### config.mk
export PLATFORM = sky130hd
export DESIGN_NAME = controlador_sequenciador
export DESIGN_NICKNAME = d
export VERILOG_FILES = /design/src/rtl/controlador_sequenciador.sv
export SDC_FILE = /design/constraint.sdc
export NUM_CORES = 1
export LEC_CHECK = 0
export ABC_AREA = 1
export CAP_MARGIN = 25
export CORE_MARGIN = 2
export CORE_UTILIZATION = 25
export CTS_BUF_LIST = sky130_fd_sc_hd__clkbuf_2 sky130_fd_sc_hd__clkbuf_4 sky130_fd_sc_hd__clkbuf_8
export DETAILED_ROUTE_END_ITERATION = 10
export GPL_TIMING_DRIVEN = 0
export PLACE_DENSITY_LB_ADDON = 0.3
export RECOVER_POWER = 50
export SLEW_MARGIN = 20
export SYNTH_ARGS = -nofsm -noshare
export SYNTH_HDL_FRONTEND = slang
export SYNTH_SLANG_ARGS = --single-unit
### constraint.sdc
create_clock -name clk -period 2.13 [get_ports clk]
set_input_delay 0.213 -clock clk [delete_from_list [all_inputs] [get_ports clk]]
set_output_delay 0.213 -clock clk [all_outputs]
set_load 0.02 [all_outputs]
### src/rtl/controlador_sequenciador.sv
// SAP-1 control sequencer: one-hot six-state ring counter plus microcode decode of the IR opcode.
// Drives every datapath load/enable line, including su/eu of the adder/subtractor.
module controlador_sequenciador #(
   parameter bit SKIP_IDLE = 1'b0
) (
   input  logic       clk,
   input  logic       clr,
   input  logic [3:0] opcode,
   output logic [5:0] t_state,
   output logic       cp,
   output logic       ep,
   output logic       lm,
   output logic       ce,
   output logic       li,
   output logic       ei,
   output logic       la,
   output logic       ea,
   output logic       su,
   output logic       eu,
   output logic       lb,
   output logic       lo,
   output logic       hlt
);

   typedef enum logic [5:0] {
      T1 = 6'b000001,
      T2 = 6'b000010,
      T3 = 6'b000100,
      T4 = 6'b001000,
      T5 = 6'b010000,
      T6 = 6'b100000
   } ring_t;

   ring_t state_p0, state_nxt;
   logic  halted_p0, halted_nxt;

   logic is_lda, is_add, is_sub, is_out, is_hlt, is_nop;

   assign is_lda = (opcode == 4'b0000);
   assign is_add = (opcode == 4'b0001);
   assign is_sub = (opcode == 4'b0010);
   assign is_out = (opcode == 4'b1110);
   assign is_hlt = (opcode == 4'b1111);
   assign is_nop = !(is_lda || is_add || is_sub || is_out || is_hlt);

   // stage p0: ring state and halt flag
   always_ff @(posedge clk) begin
      if (clr) begin
         state_p0  <= T1;
         halted_p0 <= 1'b0;
      end else begin
         state_p0  <= state_nxt;
         halted_p0 <= halted_nxt;
      end
   end

   always_comb begin
      state_nxt  = T1;
      halted_nxt = halted_p0;
      if (halted_p0) begin
         state_nxt = state_p0;
      end else begin
         case (state_p0)
            T1: state_nxt = T2;
            T2: state_nxt = T3;
            // NOP still needs T3->T4 so the opcode is latched before it can be judged
            T3: state_nxt = T4;
            T4: begin
               if (is_hlt) begin
                  state_nxt  = T4;
                  halted_nxt = 1'b1;
               end else if (SKIP_IDLE && (is_out || is_nop)) begin
                  state_nxt = T1;
               end else begin
                  state_nxt = T5;
               end
            end
            T5: state_nxt = (SKIP_IDLE && is_lda) ? T1 : T6;
            T6: state_nxt = T1;
            default: state_nxt = T1;
         endcase
      end
   end

   assign t_state = state_p0;

   always_comb begin
      cp  = 1'b0;
      ep  = 1'b0;
      lm  = 1'b0;
      ce  = 1'b0;
      li  = 1'b0;
      ei  = 1'b0;
      la  = 1'b0;
      ea  = 1'b0;
      su  = 1'b0;
      eu  = 1'b0;
      lb  = 1'b0;
      lo  = 1'b0;
      hlt = 1'b0;
      if (!clr) begin
         if (halted_p0) begin
            hlt = 1'b1;
         end else begin
            case (state_p0)
               T1: begin
                  ep = 1'b1;
                  lm = 1'b1;
               end
               T2: cp = 1'b1;
               T3: begin
                  ce = 1'b1;
                  li = 1'b1;
               end
               T4: begin
                  if (is_lda || is_add || is_sub) begin
                     ei = 1'b1;
                     lm = 1'b1;
                  end else if (is_out) begin
                     ea = 1'b1;
                     lo = 1'b1;
                  end else if (is_hlt) begin
                     hlt = 1'b1;
                  end
               end
               T5: begin
                  if (is_lda) begin
                     ce = 1'b1;
                     la = 1'b1;
                  end else if (is_add || is_sub) begin
                     ce = 1'b1;
                     lb = 1'b1;
                  end
               end
               // B was loaded at the end of T5, so su/eu see a settled operand here
               T6: begin
                  if (is_add || is_sub) begin
                     eu = 1'b1;
                     la = 1'b1;
                     su = is_sub;
                  end
               end
               default: ;
            endcase
         end
      end
   end

endmodule

* Yosys cells after proc, flatten, opt, wreduce, memory -nomap -nowiden
Cells that the tools add are included.
Storage, ports and cells: bits in registers 7, input bits 6
Operators by class: multiplexer cells 51, equality and inequality tests 10, reduce and logical (&&, ||, !) cells 4
Operator list (number):
- 1-bit two-way mux | 46
- 6-bit one-hot mux with 5 select lines | 1
- 4-bit equality test (second input constant) | 2
- 6-bit by 1-bit equality test with 1-bit output (second input constant) | 1
- 6-bit by 2-bit equality test with 1-bit output (second input constant) | 1
- 6-bit by 3-bit equality test with 1-bit output (second input constant) | 1
- 6-bit by 4-bit equality test with 1-bit output (second input constant) | 1
- 6-bit by 5-bit equality test with 1-bit output (second input constant) | 1
- 6-bit equality test (second input constant) | 1
- 1-bit one-hot mux with 2 select lines | 3
- 5-bit two-way mux | 1
- 4-bit by 1-bit equality test with 1-bit output (second input constant) | 1
- 4-bit by 2-bit equality test with 1-bit output (second input constant) | 1
- 4-bit logical NOT | 1
- 1-bit logical OR | 3

* Logic depth before layout (Yosys ltp)
Gate-level depths: netlist of run 1.
depth in word-level cells 7, depth in mapped cells 7, depth with buffers taken out 7

* Least setup slack after synthesis of run 1
OpenSTA, ideal clock, no wires.
kind flip-flop to output port, start point register state_p0[3] (netlist: t_state[3]), end point output lo, slack 0.350 ns, path buffers 1, arrival time 1.567 ns, stages on the path, launching flop included 6, cell sequence dfxtp_1 -> nand2_1 -> nor2_1 -> nand2_1 -> nor3_1 -> buf_4
On the way: cells in the longest elaborated chain, start to end 4
Ends and longest elaborated chain:
- start: declaration | RTL line 34 | ring_t state_p0, state_nxt;
- start signal: assignment | RTL line 52 | state_p0 <= state_nxt;
- 6-bit by 4-bit equality test with 1-bit output
- 1-bit two-way mux (3 in series)
- end: declaration | RTL line 21 | output logic lo,
Every way passes these cells.

* Worst setup path after layout of run 1
start point register state_p0[0] (netlist: t_state[0]), end point output su
On the way: cells in the longest elaborated chain, start to end 4
Ends and longest elaborated chain:
- 6-bit equality test | RTL line 105 | case (state_p0)
- 1-bit two-way mux | RTL line 105
- 1-bit two-way mux | RTL line 102 | if (halted_p0) begin
- 1-bit two-way mux | RTL line 101 | if (!clr) begin
- end: declaration | RTL line 18 | output logic su,
Every way passes these cells.

==> metrics.txt, run 1 <==
clock buffer depth 2; clock-pin slew on the worst setup and hold paths about 0.050 ns; CTS H-tree lvls 1; Die Area 0.00235 mm²; WS Path Type reg2out; core box area approximately 0.0019 mm²; HP Class in2reg; cell taking the most area after synthesis dfxtp_1; critical-path maximum fanout 5; Max Cap Viol 0; Critical Path Start t_state[0]; DR iter-0 viols 8; FP Rows 16; outcome completed; chip width 48.5 µm; top cells by count, synth nor2_1 (18), nand2_1 (13), inv_1 (11); Compound-Gate Fraction of Synth Area 11.4%; first-pass GRT wire length 2.30 mm; Simple-Gate Fraction of Synth Area around half; worst r2r src t_state[0]; Sink Count 7; highest achievable clock rate 492 MHz; R2R Path End t_state[0]; count of pins over their slew limit 0; remaining antenna violation count 0; Setup crit end kind output port; RSZ-0062 raised after global routing false; number of synthesized register bits 7; share of the synthesized area in the top cell type 28.3%; Post-route DRC 0; DR pass1 iterations 4; Req. time, crit path 1.92 ns; clk root buf clkbuf_4; library cells used by synthesis 22; IO Count 25; Total Routed Length 1.35 mm; placer congestion estimate 0.859; Synth warnings 0; Critical Path AT between 1.5 and 2 ns; vias 590; Clock Skews 0.00537 ns; slew at the pin with the worst max-slew slack 0.283 ns; reg-to-reg setup timing slack 1.01 ns; PwrDens 482 mW/mm²; largest stage delay on the critical path 0.63 ns; initial antenna violation count 0; top-count cell post-synth nor2_1; Synth Area per Inst 6.19 µm²; Synth Area in XOR/XNOR 0%; Ant. Diodes 0; worst vdd ir a little over 300 µV; gr usage total 12.6%; Synth Instances 80; Fin. Hold Viols 0; fin util 42.6%; Adder-Cell Fraction of Synth Area 0%; setup bufs post-CTS 0; HP Start clr; Area growth syn-to-layout 65.2%; I/O Buffers 24; Cell Area, Synth 495 µm²; number of global-route vias before repair 543; top_reg_cell synth dfxtp_1; worst skew pair latency 0.26 ns; worst setup slack after layout 0.0986 ns; Layout fillers 228; Die Y 48.5 µm; critical path, cell by cell nor2_2 > nand4_1 > nor3b_1 > clkdlybuf4s50_1; Startpoint Class flop; routed len/inst 9.99 µm; grt ovf 0; Area contributors post-synth dfxtp_1 (28%), nor2_1 (14%), nand2_1 (9.8%); # nets final 115; share of synthesized registers carrying an async set or reset 0%; syn nets 86; mux contribution to synthesized area 0%; register area share after synthesis 28.3%; DR vias/cell between 4 and 5; Critical-path top delay cell clkdlybuf4s50_1; R2R depth 6; post-CTS sizing 4; share of cells above drive strength 1 roughly 14%; DP HPWL 1.05 mm; Worst slew margin 81.1%; TritonCTS clock tree done; CTS Buf Count 3; largest net degree at the start of global routing 10; Final Setup Violations 0; Starting Density 25.8%; WHS Endpoint halted_p0; Final period util 95.4%; largest family of logic cells by synthesized area simple AND/OR/NAND/NOR gates; Pleak roughly 0.46 nW; hold depth 2; hold buffers post-CTS 0; minimum clock period around 2 ns; Post-synth EDFFs 0; Place WS -0.120 ns
## area by class of cell
| type | instances | area (µm²) | share of cell area (%) |
|---|---|---|---|
| multi-input cells | 60 | 310 | 37.9 |
| inverters | 12 | 45.0 | 5.50 |
| plain buffers | 1 | 7.51 | 0.917 |
| clock buffers | 4 | 30.0 | 3.67 |
| repair buffers | 24 | 251 | 30.7 |
| well taps | 27 | 33.8 | 4.13 |
| flip-flops and latches | 7 | 140 | 17.1 |
## how the worst max path moves through the flow
stage	endpoint	slack (ns)	cells after the start
after floorplan	lo	0.35	5
after global placement	lo	-0.11	6
after detailed placement	lo	-0.12	6
after CTS	lm	0.01	5
after global routing	eu	0.02	6
final	su	0.1	4
## metrics by stage
| stage | std cells | total power [mW] | hold WS (ns) | instance area [µm²] | setup TNS [ns] |
|---|---|---|---|---|---|
| finish | 135 | 0.395 | 0.423 | 818 | 0 |
| floorplan | 80 | 0.216 | 0.282 | 495 | 0 |
| CTS | 135 | 0.405 | 0.427 | 801 | 0 |
| global route | 135 | 0.423 | 0.458 | 818 | 0 |
| global placement | 131 | 0.266 | 0.505 | 769 | -0.329 |
| detailed placement | 131 | 0.267 | 0.512 | 769 | -0.352 |
## cell usage in the layout, fill, tap and decap left out, drive strengths merged, types with 2 or more instances in the layout
cell type and n:
dlygate4sd2 3, dlymetal6s2s 6, nand3 7, dlygate4sd3 6, nand3b 2, o22ai 5, o21ai 2, dfxtp 7
a21oi 3, or2 3, nor2 21, inv 12, nand2 13, clkdlybuf4s50 9, clkbuf 4
## report_power, final
group / leakage [nW] / total (mW) / internal (mW) / switching, mW
Sequential: 0.0570 / 0.149 / 0.139 / 0.00954
Clock: 0.0184 / 0.134 / 0.0843 / 0.0501
Combinational: 0.385 / 0.112 / 0.0475 / 0.0642
## cells by family after synthesis
logic type	after synthesis
simple gates	50
flops	7
buf+inv	13
compound gates	10
## critical path, delay by kind of cell, from the launching register on
family | cells | cell delay (ns)
simple gates | 3 | 0.58
buf+inv | 1 | 0.63
flops | 1 | 0.35
## sequential cells by signal, indices dropped and copies added, names as in the netlist
| register | count |
|---|---|
| halted_p0 | 1 |
| t_state | 6 |
## routing by layer
| metal | global-route usage [%] | vias up | part of all wire, % |
|---|---|---|---|
| li1 | - | 314 | - |
| met1 | 14.5 | 245 | 44 |
| met2 | 19.0 | 28 | 45 |
| met3 | 5.25 | 3 | 8.5 |
| met4 | 8.57 | 0 | 2.3 |
| met5 | 0 | - | 0 |
Note: power is estimated with default switching activity, not from simulation.
==> run 2, diff against run 1 <==
--- a/config.mk
+++ b/config.mk
@@ -8,7 +8,7 @@
 export ABC_AREA = 1
 export CAP_MARGIN = 25
 export CORE_MARGIN = 2
-export CORE_UTILIZATION = 25
+export CORE_UTILIZATION = 30
 export CTS_BUF_LIST = sky130_fd_sc_hd__clkbuf_2 sky130_fd_sc_hd__clkbuf_4 sky130_fd_sc_hd__clkbuf_8
 export DETAILED_ROUTE_END_ITERATION = 10
 export GPL_TIMING_DRIVEN = 0
==> run 2 against run 1 <==
Net effect:
- via count grew 3.2%
- sequential share of layout area grew 0.54 points
- wire length shrank 1.2%
- global-route usage is 1.4 points higher
- clock skew is 0.0031 ns lower
- flip-flop and latch count unchanged
- core utilization up 9.5 points
- register-to-register slack is essentially flat
- first-iteration DRC count grew 38%
- worst setup slack worse by 0.0083 ns
- cell count fell by 8.1%
- non-clock buffer count is the same
- highest routed layer unchanged
==> metrics.txt, run 2 (synthesized netlist as in run 1, its figures left out) <==
Req. time, crit path between 1.5 and 2 ns; clk root buf clkbuf_4; fin util 52.1%; Finished Cell Area 793 µm²; highest achievable clock rate 490 MHz; Sink Count 7; Fin. Hold Viols 0; DR pass1 iterations 4; Final Setup Violations 0; largest stage delay on the critical path 0.60 ns; Layout fillers 169; Post-DP Area 756 µm²; Post-route DRC 0; Critical Path AT 1.83 ns; largest delay contributor family on the critical path simple AND/OR/NAND/NOR gates; Area growth syn-to-layout 60.1%; max FFs per register 6; most frequent cells in the layout nor2_1 (17), nand2_1 (13), inv_1 (11), clkdlybuf4s50_1 (9), dfxtp_1 (7); remaining antenna violation count 0; Setup crit end kind output port; initial antenna violation count 0; critical path, cell by cell nor2_1 > and2_1 > nand2_1 > nor2_1 > clkdlybuf4s50_1; Final period util between 90% and 100%; Post-Route M1 WL about 540 µm; DR iter-0 viols 11; outcome completed; Post-Layout Cell Count 124; first-pass GRT wire length 1.94 mm; Reg area approximately 140 µm²; minimum clock period between 2 and 2.5 ns; grt ovf 0; count of pins over their slew limit 0; share of cells above drive strength 1 between 10 and 15%; Ant. Diodes 0; RSZ-0062 raised after global routing false; Clock Skews 0.00225 ns; Critical Path Most Common Cell nor2_1; dpl cells 120; IO Count 25; Startpoint Class flop; Die Y 44.6 µm; I/O Buffers 24; PwrDens 494 mW/mm²; placer congestion estimate 0.864; number of global-route vias before repair between 500 and 600; chip width 44.6 µm; FP Rows 14; vias about 610; top routing layer in use met4; CTS Buf Count 3; worst vdd ir approximately 350 µV; Pleak 0.454 nW; clock buffer depth 2; Max Cap Viol 0; worst skew pair latency 0.25 ns; CTS H-tree lvls 1; met2 WL 671 µm; Die Area 0.00199 mm²; DR WL met3 105 µm; Hold Slack 0.525 ns; Critical-path top delay cell clkdlybuf4s50_1; slew at the pin with the worst max-slew slack 0.248 ns; critical-path maximum fanout 5; largest net degree at the start of global routing 10; # nets final 115; clock-pin slew on the worst setup and hold paths 0.05 ns; most common cell after layout, fill and taps aside nor2_1; TritonCTS clock tree done; hold buffers post-CTS 0; WS Path Type reg2out; HP Class reg2reg; routed len/inst 10.8 µm; Total Routed Length 1.33 mm; Starting Density 32.5%; Worst slew margin 83.4%; DR vias/cell 4.91; Buf+Inv Stages, Crit Path 1; core box area 0.00152 mm²; gr usage total 14.0%; DP HPWL 1.03 mm; multi-input logic area 303 µm²
run 2: changes by cell type in the layout (fill, tap and decap cells not counted):
cell and change:
dlygate4sd2_1 +1, dlymetal6s2s_1 -1, nor2_1 +1, nor2_2 -1
nor3_1 +1, nor3_2 -1
run 2: worst paths after layout:
check | from | end | slack (ns) | cells after the start
worst min-delay path | t_state[5] | t_state[5] | 0.53 | 2
worst max-delay path | t_state[3] | ep | 0.09 | 5
worst max register to register | t_state[0] | t_state[0] | 1.01 | 6
worst min register to register | t_state[5] | t_state[5] | 0.53 | 2
run 2: what timing repair did:
item                                    CTS  global route
setup buffers                             0             0
endpoints found under the setup margin    4             8
gates resized for setup                   4             6
run 2: worst register-to-register path, stage by stage, from the launching register on:
cell and delay [ns]:
dfxtp_1 0.34, nor2_2 0.21, nand3_1 0.20, nand2_1 0.11, inv_1 0.04, nand3_1 0.06
nand2_1 0.05
run 2: through the flow:
stage          total power, mW  setup TNS, ns  setup WS (ns)
5_1_grt                  0.418              0         0.0241
3_5_place_dp             0.267         -0.336         -0.109
6_report                 0.392              0         0.0903
3_3_place_gp             0.265         -0.292         -0.102
2_1_floorplan            0.216              0          0.350
4_1_cts                  0.405              0         0.0101
run 2: metal layers:
layer,vias to the layer above,global-route usage (%)
met2,22,21.4
li1,315,-
met4,0,14.5
met3,2,2.86
met1,270,15.4
met5,-,0
run 2: cell type report:
class	count	share of cell area (%)
Multi-Input combinational cell	60	38.2
Timing Repair Buffer	24	31.2
Sequential cell	7	17.7
Inverter	12	5.68
Clock buffer	4	3.79
Tap cell	16	2.52
Buffer	1	0.946
run 2: report_power, final:
| part | total [mW] | internal [mW] | switching [mW] |
|---|---|---|---|
| registers | 0.148 | 0.139 | 0.00921 |
| clock network | 0.131 | 0.0841 | 0.0469 |
| logic | 0.113 | 0.0485 | 0.0643 |
| total | 0.392 | 0.272 | 0.120 |
